[config.mk]
export PLATFORM = sky130hd
export DESIGN_NAME = regfile_wr_arb_flat
export DESIGN_NICKNAME = d
export VERILOG_FILES = /design/src/rtl/regfile_wr_arb_if.sv /design/src/rtl/regfile_wr_arb.sv /design/src/flat_wrapper.sv
export SDC_FILE = /design/constraint.sdc
export NUM_CORES = 1
export LEC_CHECK = 0
export CAP_MARGIN = 25
export CORE_MARGIN = 5
export CORE_UTILIZATION = 50
export CTS_BUF_LIST = sky130_fd_sc_hd__clkbuf_8
export DETAILED_ROUTE_END_ITERATION = 16
export HOLD_SLACK_MARGIN = 0.15
export PLACE_DENSITY = 0.82
export SLEW_MARGIN = 20
export SYNTH_ARGS = -nofsm -noshare
export SYNTH_HDL_FRONTEND = slang
export SYNTH_SLANG_ARGS = --single-unit
[constraint.sdc]
create_clock -name clk -period 17.14 [get_ports clk]
set_input_delay 2.571 -clock clk [delete_from_list [all_inputs] [get_ports clk]]
set_output_delay 2.571 -clock clk [all_outputs]
set_load 0.1 [all_outputs]
[src/rtl/regfile_wr_arb_if.sv]
// Writeback request bundle between functional-unit requesters and the
// register-file write-port arbiter.
// Ports (signals):
//   req_valid  per-requester valid
//   req_addr   per-requester destination register
//   req_data   per-requester write data
//   req_ready  per-requester grant from the arbiter
// Modports: master = requester side, slave = arbiter side.
interface regfile_wr_arb_if #(
    parameter int N_REQ       = 4,
    parameter int ENTRY_WIDTH = 32,
    parameter int PTR_WIDTH   = 5
);
    logic [N_REQ-1:0]                  req_valid;
    logic [N_REQ-1:0][PTR_WIDTH-1:0]   req_addr;
    logic [N_REQ-1:0][ENTRY_WIDTH-1:0] req_data;
    logic [N_REQ-1:0]                  req_ready;

    modport master (
        output req_valid,
        output req_addr,
        output req_data,
        input  req_ready
    );

    modport slave (
        input  req_valid,
        input  req_addr,
        input  req_data,
        output req_ready
    );
endinterface

[src/rtl/regfile_wr_arb.sv]
// Round-robin write-port arbiter for the register file: grants up to
// N_WRITE_PORTS non-conflicting writebacks per cycle, registered outputs.
// Ports:
//   clk      clock, rising edge
//   rst_aH   asynchronous active-high reset
//   hold     suppresses all grants this cycle
//   req      request bundle (slave modport): valid/addr/data in, ready out
//   wr_en    registered write enables, one per write port
//   wr_addr  registered write addresses
//   wr_data  registered write data
module regfile_wr_arb #(
    parameter int N_REQ          = 4,
    parameter int N_WRITE_PORTS  = 2,
    parameter int ENTRY_WIDTH    = 32,
    parameter int N_ENTRIES      = 32,
    parameter bit DROP_ADDR0     = 1'b1,
    localparam int PTR_WIDTH     = $clog2(N_ENTRIES)
) (
    input  logic                                    clk,
    input  logic                                    rst_aH,
    input  logic                                    hold,
    regfile_wr_arb_if.slave                         req,
    output logic [N_WRITE_PORTS-1:0]                wr_en,
    output logic [N_WRITE_PORTS-1:0][PTR_WIDTH-1:0] wr_addr,
    output logic [N_WRITE_PORTS-1:0][ENTRY_WIDTH-1:0] wr_data
);

    localparam int RR_W = (N_REQ > 1) ? $clog2(N_REQ) : 1;

    logic [RR_W-1:0] rr_ptr;
    logic [RR_W-1:0] first_idx;
    logic [RR_W-1:0] nxt_ptr;
    logic            any_grant;
    logic [N_REQ-1:0] grant;

    logic [N_WRITE_PORTS-1:0]                  port_en;
    logic [N_WRITE_PORTS-1:0][PTR_WIDTH-1:0]   port_addr;
    logic [N_WRITE_PORTS-1:0][ENTRY_WIDTH-1:0] port_data;

    // Scan from rr_ptr; port-consuming grants fill ports in scan order.
    always_comb begin
        int              pos;
        int              n_used;
        logic [RR_W-1:0] idx;
        logic [PTR_WIDTH-1:0] addr;
        logic            take;
        logic            clash;

        grant     = '0;
        port_en   = '0;
        port_addr = '0;
        port_data = '0;
        any_grant = 1'b0;
        first_idx = '0;
        n_used    = 0;
        pos       = 0;
        idx       = '0;
        addr      = '0;
        take      = 1'b0;
        clash     = 1'b0;

        for (int k = 0; k < N_REQ; k++) begin
            pos = int'(rr_ptr) + k;
            if (pos >= N_REQ) begin
                pos = pos - N_REQ;
            end
            idx   = RR_W'(pos);
            addr  = req.req_addr[idx];
            take  = 1'b0;
            clash = 1'b0;
            if (!hold && !rst_aH && req.req_valid[idx]) begin
                if (DROP_ADDR0 && addr == '0) begin
                    // Register 0 writes are swallowed: no port, no conflict.
                    take = 1'b1;
                end else if (n_used < N_WRITE_PORTS) begin
                    for (int p = 0; p < N_WRITE_PORTS; p++) begin
                        if (p < n_used && port_addr[p] == addr) begin
                            clash = 1'b1;
                        end
                    end
                    if (!clash) begin
                        take = 1'b1;
                        for (int p = 0; p < N_WRITE_PORTS; p++) begin
                            if (p == n_used) begin
                                port_en[p]   = 1'b1;
                                port_addr[p] = addr;
                                port_data[p] = req.req_data[idx];
                            end
                        end
                        n_used = n_used + 1;
                    end
                end
                if (take) begin
                    grant[idx] = 1'b1;
                    if (!any_grant) begin
                        first_idx = idx;
                    end
                    any_grant = 1'b1;
                end
            end
        end
    end

    assign req.req_ready = grant;

    // Pointer moves past the first winner so it loses priority next time.
    assign nxt_ptr = (first_idx == RR_W'(N_REQ - 1)) ? '0
                                                    : first_idx + RR_W'(1);

    always_ff @(posedge clk or posedge rst_aH) begin
        if (rst_aH) begin
            rr_ptr  <= '0;
            wr_en   <= '0;
            wr_addr <= '0;
            wr_data <= '0;
        end else begin
            wr_en <= port_en;
            for (int p = 0; p < N_WRITE_PORTS; p++) begin
                if (port_en[p]) begin
                    wr_addr[p] <= port_addr[p];
                    wr_data[p] <= port_data[p];
                end
            end
            if (any_grant) begin
                rr_ptr <= nxt_ptr;
            end
        end
    end

endmodule

[src/flat_wrapper.sv]
// flat-port wrapper written by rule: the top's interface ports become plain ports
module regfile_wr_arb_flat 
#(
    parameter int N_REQ          = 4,
    parameter int N_WRITE_PORTS  = 2,
    parameter int ENTRY_WIDTH    = 32,
    parameter int N_ENTRIES      = 32,
    parameter bit DROP_ADDR0     = 1'b1,
    localparam int PTR_WIDTH     = $clog2(N_ENTRIES)
)
  (clk, rst_aH, hold, wr_en, wr_addr, wr_data, req_req_valid, req_req_addr, req_req_data, req_req_ready);
  regfile_wr_arb_if #(.N_REQ(N_REQ), .ENTRY_WIDTH(ENTRY_WIDTH)) req_i ();
  input  logic clk;
  input  logic rst_aH;
  input  logic hold;
  output logic [N_WRITE_PORTS-1:0] wr_en;
  output logic [N_WRITE_PORTS-1:0][PTR_WIDTH-1:0] wr_addr;
  output logic [N_WRITE_PORTS-1:0][ENTRY_WIDTH-1:0] wr_data;
  input wire logic [$bits(req_i.req_valid)-1:0] req_req_valid;
  input wire logic [$bits(req_i.req_addr)-1:0] req_req_addr;
  input wire logic [$bits(req_i.req_data)-1:0] req_req_data;
  output wire logic [$bits(req_i.req_ready)-1:0] req_req_ready;
  assign req_i.req_valid = req_req_valid;
  assign req_i.req_addr = req_req_addr;
  assign req_i.req_data = req_req_data;
  assign req_req_ready = req_i.req_ready;
  regfile_wr_arb #(.N_REQ(N_REQ), .N_WRITE_PORTS(N_WRITE_PORTS), .ENTRY_WIDTH(ENTRY_WIDTH), .N_ENTRIES(N_ENTRIES), .DROP_ADDR0(DROP_ADDR0)) u_core (.clk(clk), .rst_aH(rst_aH), .hold(hold), .req(req_i), .wr_en(wr_en), .wr_addr(wr_addr), .wr_data(wr_data));
endmodule
==> results of run 1 <==
critical path, cell delays in order:
cell             delay [ns]
clkdlybuf4s50_1        0.53
mux4_2                 0.62
or4_4                  0.59
o21ai_4                0.13
buf_4                  0.46
nor2_1                 0.16
o21ai_4                0.08
buf_4                  0.51
inv_1                  0.20
nor2_1                 0.28
inv_1                  0.10
ha_1                   0.21
and2_1                 0.22
and2_2                 0.38
buf_4                  0.36
mux2i_1                0.30
xnor2_1                0.11
nor4b_2                0.57
a21oi_1                0.28
a221o_1                0.35
clkdlybuf4s50_1        0.97
placed cells by master (no fill, tap or decap), types with 3 or more instances in the layout:
cell and n:
or3_1 6, buf_4 13, a31oi_1 4, a21oi_1 108
a221o_1 5, clkbuf_8 12, nor3_1 5, mux2_2 74
a221oi_1 5, nand2_1 117, and2_1 5, ha_1 8
buf_16 3, mux2_1 6, nor2_1 96, o21ai_4 3
o211ai_1 3, o21ai_1 3, o22ai_1 34, dfrtp_1 76
xnor2_1 7, mux4_2 11, nand3_1 5, a22o_1 5
mux2i_1 122, o221ai_1 36, o21a_1 4, o21ai_0 145
nand2b_1 6, a211oi_1 38, clkdlybuf4s50_1 234, inv_1 10
sequential cells by signal, summed over array words and instances, names as in the netlist:
register / count
u_core.wr_data: 64
u_core.wr_en: 2
u_core.rr_ptr: 2
u_core.wr_addr: 10
through the flow:
stage / hold slack (ns) / instances / util [%]
finish: 0.5686 / 1484 / 65.90
global route: 0.6002 / 1484 / 65.90
CTS: 0.5650 / 1481 / 65.39
detailed placement: 0.5430 / 1466 / 64.18
global placement: 0.5363 / 1465 / 64.09
floorplan: 0.6871 / 1092 / -
worst min path at each step:
stage / cells past startpoint / slack, ns / to / from
6_report: 2 / 0.57 / u_core.wr_data[14] / u_core.wr_data[14]
4_1_cts: 2 / 0.56 / u_core.wr_data[14] / u_core.wr_data[14]
3_5_place_dp: 2 / 0.54 / u_core.wr_data[14] / u_core.wr_data[14]
3_3_place_gp: 2 / 0.54 / u_core.wr_data[29] / u_core.wr_data[29]
2_1_floorplan: 3 / 0.69 / u_core.rr_ptr[0] / u_core.rr_ptr[0]
5_1_grt: 2 / 0.60 / u_core.wr_data[46] / u_core.wr_data[46]
cells by family after synthesis:
group                    after synthesis  share of synthesized area [%]
AO/OA/AOI/OAI                        410                          29.04
AND/OR/NAND/NOR                      259                          12.72
multiplexers                         214                          27.67
buffers and inverters                113                          5.788
flip-flops                            78                          22.57
XOR/XNOR                               9                         0.9116
adder cells (fa/ha/maj)                9                          1.302
layout make-up:
class                           instances  area, sq um  area share, %
Sequential cell                        78         1959          17.37
Tap cell                              225        281.5          2.496
Multi-Input combinational cell        901         6230          55.23
Clock inverter                          3        42.54         0.3771
Inverter                               13        52.55         0.4659
Timing Repair Buffer                  252         2549          22.60
Clock buffer                           12        165.2          1.464
metal layers:
| layer | vias to the layer above | GRT usage (%) | share of wire, % |
|---|---|---|---|
| met5 | - | 0 | 0 |
| met4 | 0 | 8.283 | 2.2 |
| met3 | 64 | 5.730 | 8.3 |
| met2 | 469 | 46.00 | 46 |
| met1 | 4434 | 39.91 | 43 |
| li1 | 4433 | - | - |
==> flow_summary_export.csv, run 1 <==
group,metric,value,unit
critical_path,critPathLaunch,"req_req_addr[15]",
critical_path,crit_path_max_fanout,47,
critical_path,critPathKind,"primary input to primary output",
placed_design,gp_congestion,1.001,
synthesis,synth_edf_count,0,
clocking,ctsHtreeMaxLevel,3,
route,wl,30030,um
placed_design,dp_hpwl,20400,um
sta,fmaxAchievable,79.25,MHz
sta,fin_tns_setup,0,ns
sta,hold_violations,0,
critical_path,endpoint,"req_req_ready[3]",
critical_path,ff2ff_path_depth,21,
synthesis,syn_area,8647,sq um
critical_path,cp-start-kind,"primary input",
clocking,cts.sinks,78,
synthesis,synth_warnings,0,
global_routing,grt.overflow.total,0,
layout,area_delta_synth_final,30.44,%
floorplanning,die_h,141.5,um
clocking,postCtsSetupRepairBufs,0,
global_routing,grt_pass1_vias,8967,
critical_path,end_kind,"primary output",
route,drc,0,
clocking,cts_tree,"built",
clocking,cts_hold_repair.buffers,0,
critical_path,required,14.57,ns
synthesis,synth.most_common_cell,"o21ai_0",
critical_path,arrival,10.05,ns
sta,worst_pin_slew,1.033,ns
sta,fin_ws,4.521,ns
clocking,cts_root_buffer,"clkbuf_8",
route,first_iter_violations,1012,
layout,design_area,11280,sq um
floorplanning,die_area,20020,sq um
synthesis,async_flop_share,100.0,%
clocking,worstSkewPairLatency,0.37,ns
sta,skew,0.01187,ns
global_routing,track_usage,28.83,%
sta,fin_crit,12.62,ns
synthesis,ys_seq_area_share,22.57,%
synthesis,synth_fp_nets,1256,
clocking,path_clk_slew,0.09,ns
synthesis,postSynthCellCount,1092,
synthesis,ys.flop_type,"dfrtp_1",
route,avgViaCountPerCell,6.334,
placed_design,portBuffers,234,
clocking,cts-buffers-inserted,9,
sta,finalCritPeriodShare,73.62,%
floorplanning,start_util,50.52,%
layout,nFillCells,1414,
synthesis,synth_cell_types,64,
floorplanning,num_rows,48,
synthesis,avgSynthCellArea,7.919,sq um
critical_path,r2r_start,"u_core.rr_ptr[0]",
route,dr.pass1.iters,6,
clocking,cts_buffer_depth,2,
floorplanning,core_area,17120,sq um
floorplanning,die_w,141.5,um
global_routing,grt_pass1_wl,46980,um
layout,drive_gt1_share,10.80,%
sta,rsz0062_at_grt,"false",
critical_path,r2r_setup_slack,8.98,ns
route,vias,9400,
floorplanning,io_pins,235,
critical_path,r2r_end,"u_core.wr_addr[6]",
synthesis,netlist_top_cells_area,"dfrtp_1 23%, mux2i_1 14%, mux2_2 9.6%",
outcome,status,"finished, final reports clean",
layout,final_nets,1419,
route,avgRoutedWirePerCell,20.23,um
sta,final-setup-viol-count,0,
sta,slew_headroom,30.93,%
layout,n_antenna_cell,0,
synthesis,synthTopCellsByCount,"145 x o21ai_0, 122 x mux2i_1, 117 x nand2_1",
route,ant_nets,0,
synthesis,synth.ff_latch_count,78,
synthesis,synth.largest_area_cell,"dfrtp_1",
worst_hold_path,hold_path_class,"flip-flop to flip-flop",
global_routing,grt_max_degree,127,
job,max_cap_viol_count,0,
sta,maxSlewViolCount,0,
synthesis,yosysTopAreaCellShare,22.57,%
placed_design,placed_area,10990,sq um
placed_design,dpl_worst_slack,4.655,ns
global_routing,antenna_found_initial,0,
clocking,cts.repair.resized,0,
Power of run 1 is not shown: default switching activity piles up to over one toggle a cycle in this logic, so the estimate is an artifact.
==> inputs of run 2 (changes only) <==
==> constraint.sdc (replaced) <==
create_clock -name clk -period 11.94 [get_ports clk]
set_input_delay 1.791 -clock clk [delete_from_list [all_inputs] [get_ports clk]]
set_output_delay 1.791 -clock clk [all_outputs]
set_load 0.1 [all_outputs]
==> run 2 against run 1 <==
Net effect: critical path depth down 2; register-to-register slack got worse by 4.7 ns; first-iteration DRC count decreased by 20%; sequential share of layout area hardly changed; worst hold slack got worse by 0.0014 ns; via count increased by 0.72%.
==> flow_summary_export.csv, run 2 (synthesis gave the netlist of run 1 again) <==
group,metric,value,unit
layout,n_antenna_cell,0,
layout,largest_reg_flops,64,
route,first_iter_violations,808,
floorplanning,num_rows,48,
critical_path,critPathKind,"primary input to primary output",
sta,worst_pin_slew,1.039,ns
route,drc,0,
route,vias,9468,
clocking,path_clk_slew,0.08,ns
clocking,ctsHtreeMaxLevel,3,
floorplanning,die_h,141.5,um
critical_path,crit_chain,"clkdlybuf4s50_1 -> or3b_1 -> o22a_1 -> nor4_1 -> o311ai_4 -> o21ai_4 -> inv_1 -> nor2_1 -> inv_1 -> ha_1 -> and2_1 -> and2_2 -> buf_4 -> mux2i_1 -> xnor2_1 -> nor4b_2 -> a21oi_1 -> a221o_1 -> clkdlybuf4s50_1",
layout,multi_input_area,6230,sq um
clocking,postCtsSetupRepairBufs,0,
sta,final-setup-viol-count,0,
sta,hold_violations,0,
route,dr.pass1.iters,6,
worst_hold_path,hold_path_class,"flip-flop to flip-flop",
layout,nFillCells,1478,
sta,fin_crit,10.70,ns
floorplanning,io_pins,235,
sta,slew_headroom,30.53,%
clocking,cts_buffer_depth,2,
critical_path,ff2ff_path_depth,21,
critical_path,cpPeakStageDelay,0.96,ns
critical_path,r2r_setup_slack,4.24,ns
route,ant_nets,0,
critical_path,cp-start-kind,"primary input",
layout,reg_top3,"u_core.wr_data (64), u_core.wr_addr (10)",
global_routing,antenna_found_initial,0,
clocking,cts-buffers-inserted,9,
critical_path,crit_path_max_fanout,51,
worst_hold_path,min_to,"u_core.wr_data[28]",
layout,final_nets,1418,
route,avgViaCountPerCell,6.380,
critical_path,r2r_start,"u_core.rr_ptr[0]",
global_routing,grt_use_met1,39.53,%
floorplanning,die_w,141.5,um
layout,drive_gt1_share,10.72,%
global_routing,grt-busiest-layer,"met2",
sta,finalCritPeriodShare,89.62,%
critical_path,arrival,8.91,ns
sta,skew,0.01140,ns
floorplanning,start_util,50.52,%
worst_hold_path,hold_path.startpoint,"u_core.wr_data[28]",
layout,area_delta_synth_final,30.21,%
sta,maxSlewViolCount,0,
critical_path,end_kind,"primary output",
critical_path,cpLargestDelayFamily,"simple AND/OR/NAND/NOR gates",
layout,seq_area,1959,sq um
clocking,worstSkewPairLatency,0.38,ns
sta,rsz0062_at_grt,"false",
layout,mostFrequentLayoutCells,"234 x clkdlybuf4s50_1, 145 x o21ai_0, 122 x mux2i_1",
placed_design,portBuffers,234,
clocking,cts_tree,"built",
clocking,cts.repair.resized,0,
layout,final_common_cell,"clkdlybuf4s50_1",
floorplanning,core_area,17120,sq um
clocking,cts_hold_repair.buffers,0,
global_routing,grt_pass1_wl,47370,um
critical_path,cp_num_cells,19,
placed_design,post-place-cells,1467,
critical_path,slowest_stage,"clkdlybuf4s50_1",
global_routing,grt.overflow.total,0,
layout,largest-register,"u_core.wr_data",
floorplanning,die_area,20020,sq um
critical_path,required,10.15,ns
clocking,cts_root_buffer,"clkbuf_8",
global_routing,track_usage,29.16,%
global_routing,use_met2,47.50,%
worst_hold_path,whs_path_depth,2,
route,wl,30380,um
layout,final_cells,1484,
clocking,cts.sinks,78,
critical_path,cp_num_buf_inv,5,
placed_design,dp_hpwl,21580,um
outcome,status,"finished, final reports clean",
route,avgRoutedWirePerCell,20.47,um
job,max_cap_viol_count,0,
global_routing,grt_max_degree,132,
sta,fmaxAchievable,93.45,MHz
sta,fin_tns_setup,0,ns
global_routing,use_met3,5.325,%
placed_design,gp_congestion,0.9610,
global_routing,grt_pass1_vias,9032,
critical_path,r2r_end,"u_core.wr_addr[6]",
[run 2: per-stage QoR]
step / setup WS [ns] / hold slack, ns / util (%) / area, sq um
3_3_place_gp: 1.551 / 0.5342 / 64.09 / 10970
5_1_grt: 0.8309 / 0.6046 / 65.78 / 11260
6_report: 1.239 / 0.5672 / 65.78 / 11260
2_1_floorplan: 3.175 / 0.6871 / - / 8647
3_5_place_dp: 1.379 / 0.5439 / 64.37 / 11020
4_1_cts: 1.359 / 0.5622 / 65.62 / 11230
[run 2: layer usage]
metal	routed length (um)	up-vias	part of all wire, %
li1	-	4422	-
met1	12710	4501	42
met2	14290	494	47
met3	2652	51	8.7
met4	731	0	2.4
met5	0	-	0
[run 2: final cells by class]
cell class,instances,area share (%)
Inverter,13,0.4667
Clock inverter,7,0.8001
Multi-Input combinational cell,901,55.33
Sequential cell,78,17.40
Timing Repair Buffer,251,22.40
Tap cell,225,2.500
Clock buffer,9,1.100
[run 2: worst max-delay path by stage]
stage / start / to / slack [ns]
5_1_grt: u_core.rr_ptr[0] / req_req_ready[0] / 0.83
3_3_place_gp: rst_aH / req_req_ready[3] / 1.55
2_1_floorplan: u_core.rr_ptr[0] / req_req_ready[0] / 3.17
6_report: rst_aH / req_req_ready[2] / 1.24
3_5_place_dp: rst_aH / req_req_ready[1] / 1.38
4_1_cts: rst_aH / req_req_ready[1] / 1.36
[run 2: tightest hold or removal path, cell delays in order, from the launching register on]
cell,delay (ns)
dfrtp_1,0.35
a211oi_1,0.07
a21oi_1,0.11
Power of run 2 is left out for the same reason.
==> inputs of run 3 (changes only) <==
--- a/config.mk
+++ b/config.mk
@@ -9,6 +9,7 @@
 export CORE_MARGIN = 5
 export CORE_UTILIZATION = 50
 export CTS_BUF_LIST = sky130_fd_sc_hd__clkbuf_8
+export CTS_CLUSTER_DIAMETER = 40
 export DETAILED_ROUTE_END_ITERATION = 16
 export HOLD_SLACK_MARGIN = 0.15
 export PLACE_DENSITY = 0.82
==> results of run 3 <==
Same layout as run 2: the final DEF is identical, and so are final timing and power.
Power of run 3 is left out for the same reason.
